### config.mk
export PLATFORM = sky130hd
export DESIGN_NAME = cs_y_buffer_flat
export DESIGN_NICKNAME = d
export VERILOG_FILES = /design/src/rtl/cs_y_buffer_if.sv /design/src/rtl/cs_y_buffer.sv /design/src/flat_wrapper.sv
export SDC_FILE = /design/constraint.sdc
export NUM_CORES = 1
export LEC_CHECK = 0
export CAP_MARGIN = 40
export CORE_MARGIN = 2
export CORE_UTILIZATION = 45
export CTS_CLUSTER_DIAMETER = 80
export DETAILED_ROUTE_END_ITERATION = 16
export PLACE_DENSITY = 0.65
export SLEW_MARGIN = 20
export SYNTH_ARGS = -nofsm -noshare
export SYNTH_HDL_FRONTEND = slang
export SYNTH_SLANG_ARGS = --single-unit
### constraint.sdc
create_clock -name clk -period 3.6 [get_ports clk]
set_input_delay 0.9 -clock clk [delete_from_list [all_inputs] [get_ports clk]]
set_output_delay 0.9 -clock clk [all_outputs]
set_load 0.05 [all_outputs]
### src/rtl/cs_y_buffer_if.sv
// Result stream between CS, this buffer and the downstream consumer.
// The slave side is the buffer; the master side drives Y/en and dout_ready.
interface cs_y_buffer_if #(
  parameter int WIDTH = 10
);
  logic             en;
  logic [WIDTH-1:0] Y;
  logic [WIDTH-1:0] dout;
  logic             dout_valid;
  logic             dout_ready;

  modport slave (
    input  en,
    input  Y,
    input  dout_ready,
    output dout,
    output dout_valid
  );

  modport master (
    output en,
    output Y,
    output dout_ready,
    input  dout,
    input  dout_valid
  );
endinterface

### src/rtl/cs_y_buffer.sv
// Captures CS results after its window fills, queues them in a FWFT FIFO and
// tracks occupancy, sticky overflow and a saturating drop count.
module cs_y_buffer #(
  parameter int WIDTH  = 10,
  parameter int DEPTH  = 16,
  parameter int WARMUP = 8,
  parameter int CNTW   = 8
) (
  input  logic                   clk,
  input  logic                   reset,
  cs_y_buffer_if.slave           bus,
  output logic [$clog2(DEPTH):0] level,
  output logic                   warm,
  output logic                   ovf,
  output logic [CNTW-1:0]        drop_cnt
);
  localparam int PW   = $clog2(DEPTH);
  localparam int PTRW = PW + 1;
  localparam int WCW  = (WARMUP > 0) ? $clog2(WARMUP + 1) : 1;
  localparam logic [WCW-1:0]  WARM_TC  = WCW'(WARMUP);
  localparam logic [PTRW-1:0] FULL_LVL = PTRW'(DEPTH);

  logic [WIDTH-1:0] mem [DEPTH];
  logic [PTRW-1:0]  rd;
  logic [PTRW-1:0]  wr;
  logic [WCW-1:0]   wcnt;
  logic             full;
  logic             empty;
  logic             push;
  logic             pop;
  logic             do_write;
  logic             drop;

  // Pointers carry a wrap bit, so their difference is the occupancy 0..DEPTH.
  assign level    = wr - rd;
  assign full     = (level == FULL_LVL);
  assign empty    = (level == '0);
  assign warm     = (wcnt == WARM_TC);
  assign push     = bus.en & warm;
  assign pop      = ~empty & bus.dout_ready;
  // A pop in the same cycle frees the slot, so a full FIFO still accepts.
  assign do_write = push & (~full | pop);
  assign drop     = push & full & ~pop;

  assign bus.dout_valid = ~empty;
  assign bus.dout       = empty ? '0 : mem[rd[PW-1:0]];

  always_ff @(posedge clk) begin
    if (reset) begin
      wcnt     <= '0;
      rd       <= '0;
      wr       <= '0;
      ovf      <= 1'b0;
      drop_cnt <= '0;
    end else begin
      if (bus.en && !warm) wcnt <= wcnt + WCW'(1);
      if (do_write)        wr   <= wr + PTRW'(1);
      if (pop)             rd   <= rd + PTRW'(1);
      if (drop) begin
        ovf <= 1'b1;
        if (!(&drop_cnt)) drop_cnt <= drop_cnt + CNTW'(1);
      end
    end
  end

  // Storage is not reset; the pointers alone decide what is valid.
  always_ff @(posedge clk) begin
    if (!reset && do_write) mem[wr[PW-1:0]] <= bus.Y;
  end
endmodule
### src/flat_wrapper.sv
// flat-port wrapper written by rule: the top's interface ports become plain ports
module cs_y_buffer_flat 
#(
  parameter int WIDTH  = 10,
  parameter int DEPTH  = 16,
  parameter int WARMUP = 8,
  parameter int CNTW   = 8
)
  (clk, reset, level, warm, ovf, drop_cnt, bus_en, bus_Y, bus_dout_ready, bus_dout, bus_dout_valid);
  cs_y_buffer_if #(.WIDTH(WIDTH)) bus_i ();
  input  logic clk;
  input  logic reset;
  output logic [$clog2(DEPTH):0] level;
  output logic warm;
  output logic ovf;
  output logic [CNTW-1:0] drop_cnt;
  input wire logic [$bits(bus_i.en)-1:0] bus_en;
  input wire logic [$bits(bus_i.Y)-1:0] bus_Y;
  input wire logic [$bits(bus_i.dout_ready)-1:0] bus_dout_ready;
  output wire logic [$bits(bus_i.dout)-1:0] bus_dout;
  output wire logic [$bits(bus_i.dout_valid)-1:0] bus_dout_valid;
  assign bus_i.en = bus_en;
  assign bus_i.Y = bus_Y;
  assign bus_i.dout_ready = bus_dout_ready;
  assign bus_dout = bus_i.dout;
  assign bus_dout_valid = bus_i.dout_valid;
  cs_y_buffer #(.WIDTH(WIDTH), .DEPTH(DEPTH), .WARMUP(WARMUP), .CNTW(CNTW)) u_core (.clk(clk), .reset(reset), .bus(bus_i), .level(level), .warm(warm), .ovf(ovf), .drop_cnt(drop_cnt));
endmodule
# ---- Yosys cells after proc, flatten, opt, wreduce, memory -nomap -nowiden
# Memories as Yosys holds them, arrays and structs flattened. A register that Yosys moved wholly into a read port is not among the register bits.
# Cells that the tools add are included.
# W data, S select, Z words.
dict set report classes {
  add_sub_neg 5
  eq_ne 2
  n_mux 5
  n_bitwise 10
  reduce_logical 7
}
# op n
set op_table {}
lappend op_table {{$add A5 B1 Y5 const B} 2}
lappend op_table {{$mux W10} 1}
lappend op_table {{$add A8 B1 Y8 const B} 1}
lappend op_table {{$mux W4} 2}
lappend op_table {{$reduce_and A8 Y1} 1}
lappend op_table {{$and A1 B1 Y1} 5}
lappend op_table {{$eq A5 B5 Y1 const B} 1}
lappend op_table {{$logic_not A5 Y1} 1}
lappend op_table {{$sub A5 B5 Y5} 1}
lappend op_table {{$add A4 B1 Y4 const B} 1}
lappend op_table {{$eq A4 B4 Y1 const B} 1}
lappend op_table {{$not A1 Y1} 4}
lappend op_table {{$logic_and A1 B1 Y1} 2}
lappend op_table {{$logic_not A1 Y1} 2}
lappend op_table {{$mux W1} 2}
lappend op_table {{$reduce_and A2 Y1} 1}
lappend op_table {{$or A1 B1 Y1} 1}
dict set report word_totals {
  regBits 23
  ram_bits 160
  inputBits 14
  output_inout_bits 26
  wordCells 35
  memories 1
}
# name words width read_ports rd_ports_with_merged_regs wr line_no
set mem_list {}
lappend mem_list {u_core.mem 16 10 1 1 1 cs_y_buffer.sv:23} ;# logic [WIDTH-1:0] mem [DEPTH];

# ---- Depth between registers and ports, before layout
# Gate-level depths: netlist of run 1.
dict set report depth {
  depth_word 9
  ltp_mapped 11
  mapped_depth_nobuf 10
}

# ---- Worst setup path before layout of run 1
# Ideal clock, no wire load.
dict set report synth_timing {
  path_kind {register to output}
  start {register u_core.wr[0]}
  end {output port bus_dout[0]}
  arrival_time_ps 3502
  required_time_ps 2700
  slack_ps -802
  path_stages_with_launch 10
  path_buffers 1
  path_cell_list {dfxtp_1 -> inv_1 -> ha_1 -> inv_1 -> fa_1 -> xor2_1 -> and4b_1 -> o2bb2a_2 -> clkbuf_1 -> nor2b_1}
}
dict set report synth_via {
  elab_chain_len 3
}
# item line_no
set synth_rtl {}
lappend synth_rtl {{start, declared} cs_y_buffer.sv:25} ;# logic [PTRW-1:0] wr;
lappend synth_rtl {{start signal, assigned} cs_y_buffer.sv:57} ;# if (do_write) wr <= wr + PTRW'(1);
lappend synth_rtl {{$sub A5 B5 Y5} cs_y_buffer.sv:35} ;# assign level = wr - rd;
lappend synth_rtl {{net level[2]} flat_wrapper.sv:13} ;# output logic [$clog2(DEPTH):0] level;
lappend synth_rtl {{$logic_not A5 Y1} cs_y_buffer.sv:37} ;# assign empty = (level == '0);
lappend synth_rtl {{$mux W10} cs_y_buffer.sv:46} ;# assign bus.dout = empty ? '0 : mem[rd[PW-1:0]];
lappend synth_rtl {{end, declared} flat_wrapper.sv:20} ;# output wire logic [$bits(bus_i.dout)-1:0] bus_dout;
# The timed path passes the listed nets, and every way through them passes these cells.

# ---- Worst setup path in the final report of run 1
dict set report layout_timing {
  start {register u_core.wr[0]}
  end {output port bus_dout_valid}
}
dict set report layout_via {
  elab_chain_len 3
}
# item line_no
set layout_rtl {}
lappend layout_rtl {{$sub A5 B5 Y5} cs_y_buffer.sv:35}
lappend layout_rtl {{$logic_not A5 Y1} cs_y_buffer.sv:37}
lappend layout_rtl {{$not A1 Y1} cs_y_buffer.sv:45} ;# assign bus.dout_valid = ~empty;
lappend layout_rtl {{end, declared} flat_wrapper.sv:21} ;# output wire logic [$bits(bus_i.dout_valid)-1:0] bus_dout_valid;
# Every way passes these cells.

==> parameters.txt, run 1 <==
Parameter                              Value

Routing
  Detailed-route DRC error count ... 0
  Aggregate routed wire length ... approximately 16000 um
  Number of nets still failing antenna checks after routing ... 0
  Avg Vias per Cell ... roughly 5.6
  Routed vias ... approximately 4000
  Detailed-routing wirelength on met1 ... 7150 um
  First-pass iteration count of the detailed router ... 4
  Detailed-route wire length per cell ... roughly 22 um
  Metal2 WL ... ~7800 um
  Met3 WL ... 565 um
  Top routing layer used ... met4
  Number of violations reported at the end of detailed-routing iteration 0 ... between 300 and 400

Final layout
  Post-route cell area ... 9320 sq um
  Fraction of final layout cells sized beyond drive strength 1 ... roughly a third
  Synthesis-to-finish area growth ... 22.5%
  Core utilization of the finished layout ... roughly 56%
  Antenna fix cells ... 0
  Layout Nets ... between 500 and 600

Global routing
  Total global-route track usage ... between 10% and 20%
  Pin count of the biggest net entering global routing ... 41
  Antenna violations before repair ... 0
  Aggregate global routing overflow ... 0
  Wire length of the first global-routing pass ... 24300 um
  Vias in the first global route ... about 4200

STA
  Achievable clock frequency ... 282 MHz
  Layout Skew ... 0.00817 ns
  Final count of hold timing violations ... 0
  Pin slew with the least headroom to its limit ... 0.679 ns
  Final Cycle Share ... 98.6%
  Final Slew Violations ... 0
  Final setup vio count ... 0
  Worst slew margin relative to its limit ... between 50% and 60%
  Final period demand of the worst path ... about 3.5 ns

Critical path
  Maximum fanout along the worst path ... 8
  Critical path endpoint category ... output pin
  Start-to-end type of the worst setup path ... reg -> out
  Worst setup slack for register-to-register paths ... ~0.27 ns
  R2R Path Start ... u_core.wr[0]$_SDFFE_PP0P_
  CP Data Required Time ... 2.70 ns
  CP startpoint kind ... flop
  Critical register-to-register path endpoint ... u_core.mem[9][2]$_DFFE_PP_
  Setup crit start ... u_core.wr[0]$_SDFFE_PP0P_
  Length in cells of the worst reg-to-reg path ... 12
  Worst Path Arrival ... between 2 and 3 ns

Logic synthesis
  Syn avg cell area ... roughly 18 sq um
  Synth Flop Type ... sky130_fd_sc_hd__edfxtp_1
  Number of instances in the synthesized netlist ... roughly 410
  Cell Area, Synth ... 7610 sq um
  Part of the Yosys area used for sequential elements ... 70.2%
  Synth area leader ... sky130_fd_sc_hd__edfxtp_1
  Synthesis-stage register bit count ... approximately 190
  Yosys warnings ... 0
  Number of nets produced by synthesis ... approximately 440
  EDFF count, synth ... 160
  Proportion of netlist area held by the largest area contributor ... 63.1%
  Unique cell type count in the Yosys netlist ... 40
  Fraction of synthesis flops using an asynchronous set or reset pin ... 0%
  Ranking of synthesized cells by area ... sky130_fd_sc_hd__edfxtp_1 (63%), sky130_fd_sc_hd__mux4_2 (15%), sky130_fd_sc_hd__dfxtp_1 (7.1%)

Pwr
  Power per cell area ... 719 nW/um^2
  Max IR drop VDD ... 0.656 mV
  Leak Pwr ... 2.99 nW
  Overall Power ... around 0.0067 W

CTS
  CTS H-tree lvls ... 4
  TritonCTS clock tree ... built
  Library cell used as clock root buffer ... sky130_fd_sc_hd__clkbuf_16
  Number of buffers between clock root and the deepest sink ... 2
  TritonCTS Sinks ... ~190
  Clock buffers created by TritonCTS ... 17
  Clk Latency, worst-skew pair ... ~0.43 ns
  Number of hold-repair buffers added at the cts stage ... 0
  Clock Pin Slew Worst Setup and Hold Paths ... roughly 0.060 ns

Placement
  Placed instance area ... 8600 sq um
  Buffers added on ports ... 39
  HPWL after DPL ... a little under 10000 um
  GP Congestion ... about 0.83

Worst hold path
  Class of the tightest hold or removal check ... reg -> reg
  Number of cells traversed by the worst hold path ... 2
  Min-Delay Startpoint ... u_core.ovf$_SDFFE_PP0P_
  End point of the worst hold path ... u_core.ovf$_SDFFE_PP0P_

Floorplanning
  Floorplan die height ... roughly 130 um
  Area of the placeable core ... 16600 sq um
  Total I/O pin count ... 40
  Starting density of the core ... between 40% and 50%
  DIE AREA ... ~18000 sq um
  Core Rows ... 47
  Die width ... ~130 um

Status
  Result of the run ... completed

Flow run
  Number of max-cap violations ... 0
[layout make-up]
class	instances	area (sq um)
Fill cell	1298	7260
Inverter	13	52.6
Clock inverter	14	151
Multi-Input combinational cell	195	2340
Timing Repair Buffer	78	723
Sequential cell	187	5350
Clock buffer	18	429
Tap cell	220	275
[cells by family (layout without fill, tap and decap cells)]
| logic type | count (synthesis) | after routing | share of synthesized area (%) |
|---|---|---|---|
| compound gates | 22 | 22 | 1.86 |
| xor+xnor | 13 | 13 | 1.50 |
| fa+ha+maj | 13 | 13 | 2.24 |
| buf+inv | 32 | 123 | 1.66 |
| flops | 187 | 187 | 70.2 |
| mux | 54 | 54 | 15.3 |
| simple gates | 93 | 93 | 7.20 |
[routing by layer]
metal | vias to the layer above | global-route usage (%)
li1 | 1807 | -
met1 | 2105 | 25.9
met2 | 93 | 29.9
met3 | 25 | 4.20
met4 | 0 | 6.78
met5 | - | 0
[state kept, by name (all words and copies together), names as in the netlist, named ones only]
| name | cells |
|---|---|
| u_core.wr | 5 |
| u_core.ovf | 1 |
| u_core.mem | 160 |
| u_core.wcnt | 4 |
| u_core.drop_cnt | 8 |
| u_core.rd | 5 |
[layout by cell type (no fill, tap or decap), types with 7 or more instances in the layout]
cell / synthesis / layout
sky130_fd_sc_hd__nor2_1: 18 / 18
sky130_fd_sc_hd__inv_1: 13 / 11
sky130_fd_sc_hd__buf_4: 0 / 45
sky130_fd_sc_hd__xnor2_1: 7 / 7
sky130_fd_sc_hd__a21oi_1: 9 / 8
sky130_fd_sc_hd__nor4_2: 1 / 9
sky130_fd_sc_hd__nor3_1: 9 / 8
sky130_fd_sc_hd__edfxtp_1: 160 / 160
sky130_fd_sc_hd__clkdlybuf4s50_1: 0 / 26
sky130_fd_sc_hd__nand2_1: 7 / 7
sky130_fd_sc_hd__dfxtp_1: 27 / 23
sky130_fd_sc_hd__mux4_2: 50 / 50
sky130_fd_sc_hd__clkbuf_16: 0 / 17
sky130_fd_sc_hd__ha_1: 12 / 10
[synth_stat cells (all sizes together), types with 9 or more instances]
cell	instances
edfxtp	160
mux4	50
dfxtp	27
nor2	19
nor4	14
clkbuf	13
inv	13
ha	12
nor2b	10
a21oi	9
nor3	9
[how the worst max path moves through the flow]
stage                                              to  slack (ns)  depth (start not counted)
final                                  bus_dout_valid        0.05                         11
after global placement                 bus_dout_valid        0.35                         10
after floorplan           u_core.mem[10][0]$_DFFE_PP_       -0.15                         10
after CTS                                 bus_dout[8]        0.02                          9
after detailed placement               bus_dout_valid        0.26                         10
after global routing                   bus_dout_valid       -0.02                         11
[where the power goes]
group / leakage [nW] / switching, W / internal (W)
Combinational: 1.06 / 0.00134 / 0.00109
Sequential: 1.66 / 0.0000498 / 0.00238
Clock: 0.278 / 0.000765 / 0.00108
Total: 2.99 / 0.00216 / 0.00454
[worst max-delay path: stages, from the launching register on]
cell and delay [ns]:
sky130_fd_sc_hd__dfxtp_2 0.32, sky130_fd_sc_hd__inv_2 0.07, sky130_fd_sc_hd__ha_4 0.13, sky130_fd_sc_hd__inv_1 0.05
sky130_fd_sc_hd__fa_2 0.44, sky130_fd_sc_hd__xor2_4 0.17, sky130_fd_sc_hd__buf_6 0.13, sky130_fd_sc_hd__a211oi_4 0.24
sky130_fd_sc_hd__o2bb2a_4 0.23, sky130_fd_sc_hd__buf_12 0.17, sky130_fd_sc_hd__clkinvlp_4 0.10, sky130_fd_sc_hd__buf_8 0.15
[stage by stage]
step                      cells  hold slack (ns)  TNS (ns)  setup WS (ns)
after floorplan             414            0.472    -10.52         -0.146
after global placement      685            0.446         0          0.353
after detailed placement    685            0.462         0          0.264
after CTS                   724            0.470         0         0.0230
after global routing        725            0.499   -0.0153        -0.0153
final                       725            0.461         0         0.0515
[timing repair]
action | 4_1_cts | 5_1_grt
endpoints found under the setup margin | 11 | 10
pin swaps | 4 | 3
gates resized for setup | 5 | 11
setup buffers | 6 | 1
gates cloned | 1 | 0
No activity file was read; power rests on OpenSTA's default activity.
==> inputs of run 2 (changes only) <==
--- a/config.mk
+++ b/config.mk
@@ -15,3 +15,4 @@
 export SYNTH_ARGS = -nofsm -noshare
 export SYNTH_HDL_FRONTEND = slang
 export SYNTH_SLANG_ARGS = --single-unit
+export TNS_END_PERCENT = 50
==> run 2 against run 1 <==
Effect of this change: first-iteration DRC count down 7.0%; design area rose by 0.40%; wire length down 0.91%; sequential cell count did not move; non-clock buffer count shrank 2; global-route usage up 0.060 points; maximum frequency is 0.11% higher; sequential share of layout area down 0.26 points; largest cell class unchanged; largest power group is now combinational logic.
==> parameters.txt, run 2 (synthesis results as in run 1) <==
Parameter                              Value

Global routing
  Total global-route track usage ... about a fifth
  Vias in the first global route ... 4134
  Aggregate global routing overflow ... 0
  Pin count of the biggest net entering global routing ... 41
  Wire length of the first global-routing pass ... approximately 24000 um
  Antenna violations before repair ... 0

Final layout
  Flip-flop count of the largest register after layout ... 160
  Antenna fix cells ... 0
  Number of filler instances in the final layout ... about 1300
  Reg area ... approximately 5400 sq um
  Fraction of final layout cells sized beyond drive strength 1 ... 34.1%
  Core utilization of the finished layout ... 56.5%
  Most common cell after layout, fill and taps aside ... sky130_fd_sc_hd__edfxtp_1
  Commonest cells after routing, fill and taps aside ... sky130_fd_sc_hd__edfxtp_1 (160), sky130_fd_sc_hd__mux4_2 (50), sky130_fd_sc_hd__buf_4 (36), sky130_fd_sc_hd__clkdlybuf4s50_1 (26), sky130_fd_sc_hd__dfxtp_1 (23)
  Layout Nets ... around 520
  Multi-input combinational cell area ... 2340 sq um
  Synthesis-to-finish area growth ... 23.0%

Critical path
  Start-to-end type of the worst setup path ... reg -> out
  Critical path endpoint category ... output pin
  R2R Path Start ... u_core.wr[0]$_SDFFE_PP0P_
  Max stage delay on crit path ... around 0.45 ns
  Length in cells of the worst reg-to-reg path ... 12
  Worst Path Arrival ... between 2 and 3 ns
  CP startpoint kind ... flop
  Maximum fanout along the worst path ... 6
  Setup crit start ... u_core.wr[0]$_SDFFE_PP0P_
  Slowest cell on crit path ... sky130_fd_sc_hd__fa_2
  CP Data Required Time ... ~2.7 ns
  Critical-path cell list ... inv_4 -> ha_2 -> inv_1 -> fa_2 -> nor3b_1 -> and4b_4 -> o2bb2a_4 -> nor2b_2 -> buf_6

Floorplanning
  DIE AREA ... 18000 sq um
  Area of the placeable core ... around 17000 sq um
  Total I/O pin count ... 40
  Starting density of the core ... 45.9%
  Die width ... between 100 and 150 um
  Core Rows ... 47
  Floorplan die height ... roughly 130 um

STA
  Final Cycle Share ... about 98%
  Worst slew margin relative to its limit ... approximately 47%
  Achievable clock frequency ... ~280 MHz
  Layout Skew ... 0.0119 ns
  Final setup vio count ... 0
  Pin slew with the least headroom to its limit ... roughly 0.79 ns
  Setup repair after global routing missed its margin ... yes
  Final period demand of the worst path ... around 3.5 ns
  Final count of hold timing violations ... 0
  Final Slew Violations ... 0

Placement
  GP Congestion ... between 0.8 and 0.9
  HPWL after DPL ... approximately 10000 um
  Buffers added on ports ... 39

Routing
  Detailed-route wire length per cell ... 21.7 um
  Aggregate routed wire length ... 15700 um
  Detailed-route DRC error count ... 0
  Number of nets still failing antenna checks after routing ... 0
  Avg Vias per Cell ... approximately 5.6
  Routed vias ... slightly above 4000
  Number of violations reported at the end of detailed-routing iteration 0 ... about 290
  First-pass iteration count of the detailed router ... 4

Status
  Result of the run ... completed

Worst hold path
  Class of the tightest hold or removal check ... reg -> reg
  Min-Delay Startpoint ... u_core.ovf$_SDFFE_PP0P_
  Number of cells traversed by the worst hold path ... 2

Pwr
  Power per cell area ... ~730 nW/um^2
  Max IR drop VDD ... slightly above 0.8 mV
  Overall Power ... between 0.006 and 0.007 W
  Leak Pwr ... around 3.0 nW

CTS
  Library cell used as clock root buffer ... sky130_fd_sc_hd__clkbuf_16
  Number of buffers between clock root and the deepest sink ... 2
  Clock buffers created by TritonCTS ... 17
  Clk Latency, worst-skew pair ... roughly 0.43 ns
  TritonCTS Sinks ... 187
  TritonCTS clock tree ... built
  Clock Pin Slew Worst Setup and Hold Paths ... 0.07 ns
  CTS H-tree lvls ... 4

Flow run
  Number of max-cap violations ... 0
-- run 2: cell count changes in the layout (fill, tap and decap cells not counted), moves of 3 or more --
cell | before | now
sky130_fd_sc_hd__buf_6 | 2 | 11
sky130_fd_sc_hd__inv_6 | 1 | 5
sky130_fd_sc_hd__clkinv_1 | 5 | 0
sky130_fd_sc_hd__inv_8 | 0 | 3
sky130_fd_sc_hd__buf_4 | 45 | 36
-- run 2: per-layer routing --
layer / vias to the layer above / share of wire (%) / track usage, %
met4: 0 / 2.0 / 7.08
met2: 116 / 51 / 31.6
met3: 25 / 7.1 / 4.50
met1: 2073 / 40 / 24.2
met5: - / 0 / 0
li1: 1813 / - / -
-- run 2: repair_timing --
action | 4_1_cts | 5_1_grt
gates cloned | 1 | 0
endpoints found under the setup margin | 11 | 11
gates resized for setup | 19 | 4
setup buffers | 4 | 1
pin swaps | 2 | 2
hold buffers | 0 | 0
-- run 2: critical path: cells and delay by family (launching register included) --
kind	cells	cell delay, ns
DFF	1	0.36
adders and majority gates	2	0.63
AOI/OAI and AO/OA	1	0.27
and+or+nand+nor	3	0.68
buffers and inverters	3	0.27
-- run 2: final cells by class --
class | instances | share of cell area (%)
flip-flops and latches | 187 | 57.2
multi-input cells | 196 | 25.0
repair buffers | 76 | 7.63
clock buffers | 17 | 4.54
well taps | 220 | 2.94
clock inverters | 15 | 2.18
inverters | 13 | 0.548
-- run 2: worst paths after layout --
check | to | slack, ns
min | u_core.ovf$_SDFFE_PP0P_ | 0.45
max | bus_dout[7] | 0.06
max reg2reg | u_core.mem[9][7]$_DFFE_PP_ | 0.23
min reg2reg | u_core.ovf$_SDFFE_PP0P_ | 0.45
-- run 2: power by group --
part	internal, W	total, W	switching, W
clock network	0.00112	0.00195	0.000828
logic	0.00109	0.00247	0.00138
registers	0.00237	0.00241	0.0000374
-- run 2: stage by stage --
stage | setup WS [ns] | hold WS (ns) | instance area (sq um) | setup TNS [ns] | cells
3_3_place_gp | 0.150 | 0.450 | 8590 | 0 | 686
4_1_cts | 0.000667 | 0.459 | 9340 | 0 | 723
3_5_place_dp | 0.0499 | 0.450 | 8590 | 0 | 686
2_1_floorplan | -0.146 | 0.472 | 7710 | -10.78 | 414
6_report | 0.0555 | 0.450 | 9360 | 0 | 724
5_1_grt | -0.0141 | 0.489 | 9360 | -0.0285 | 724
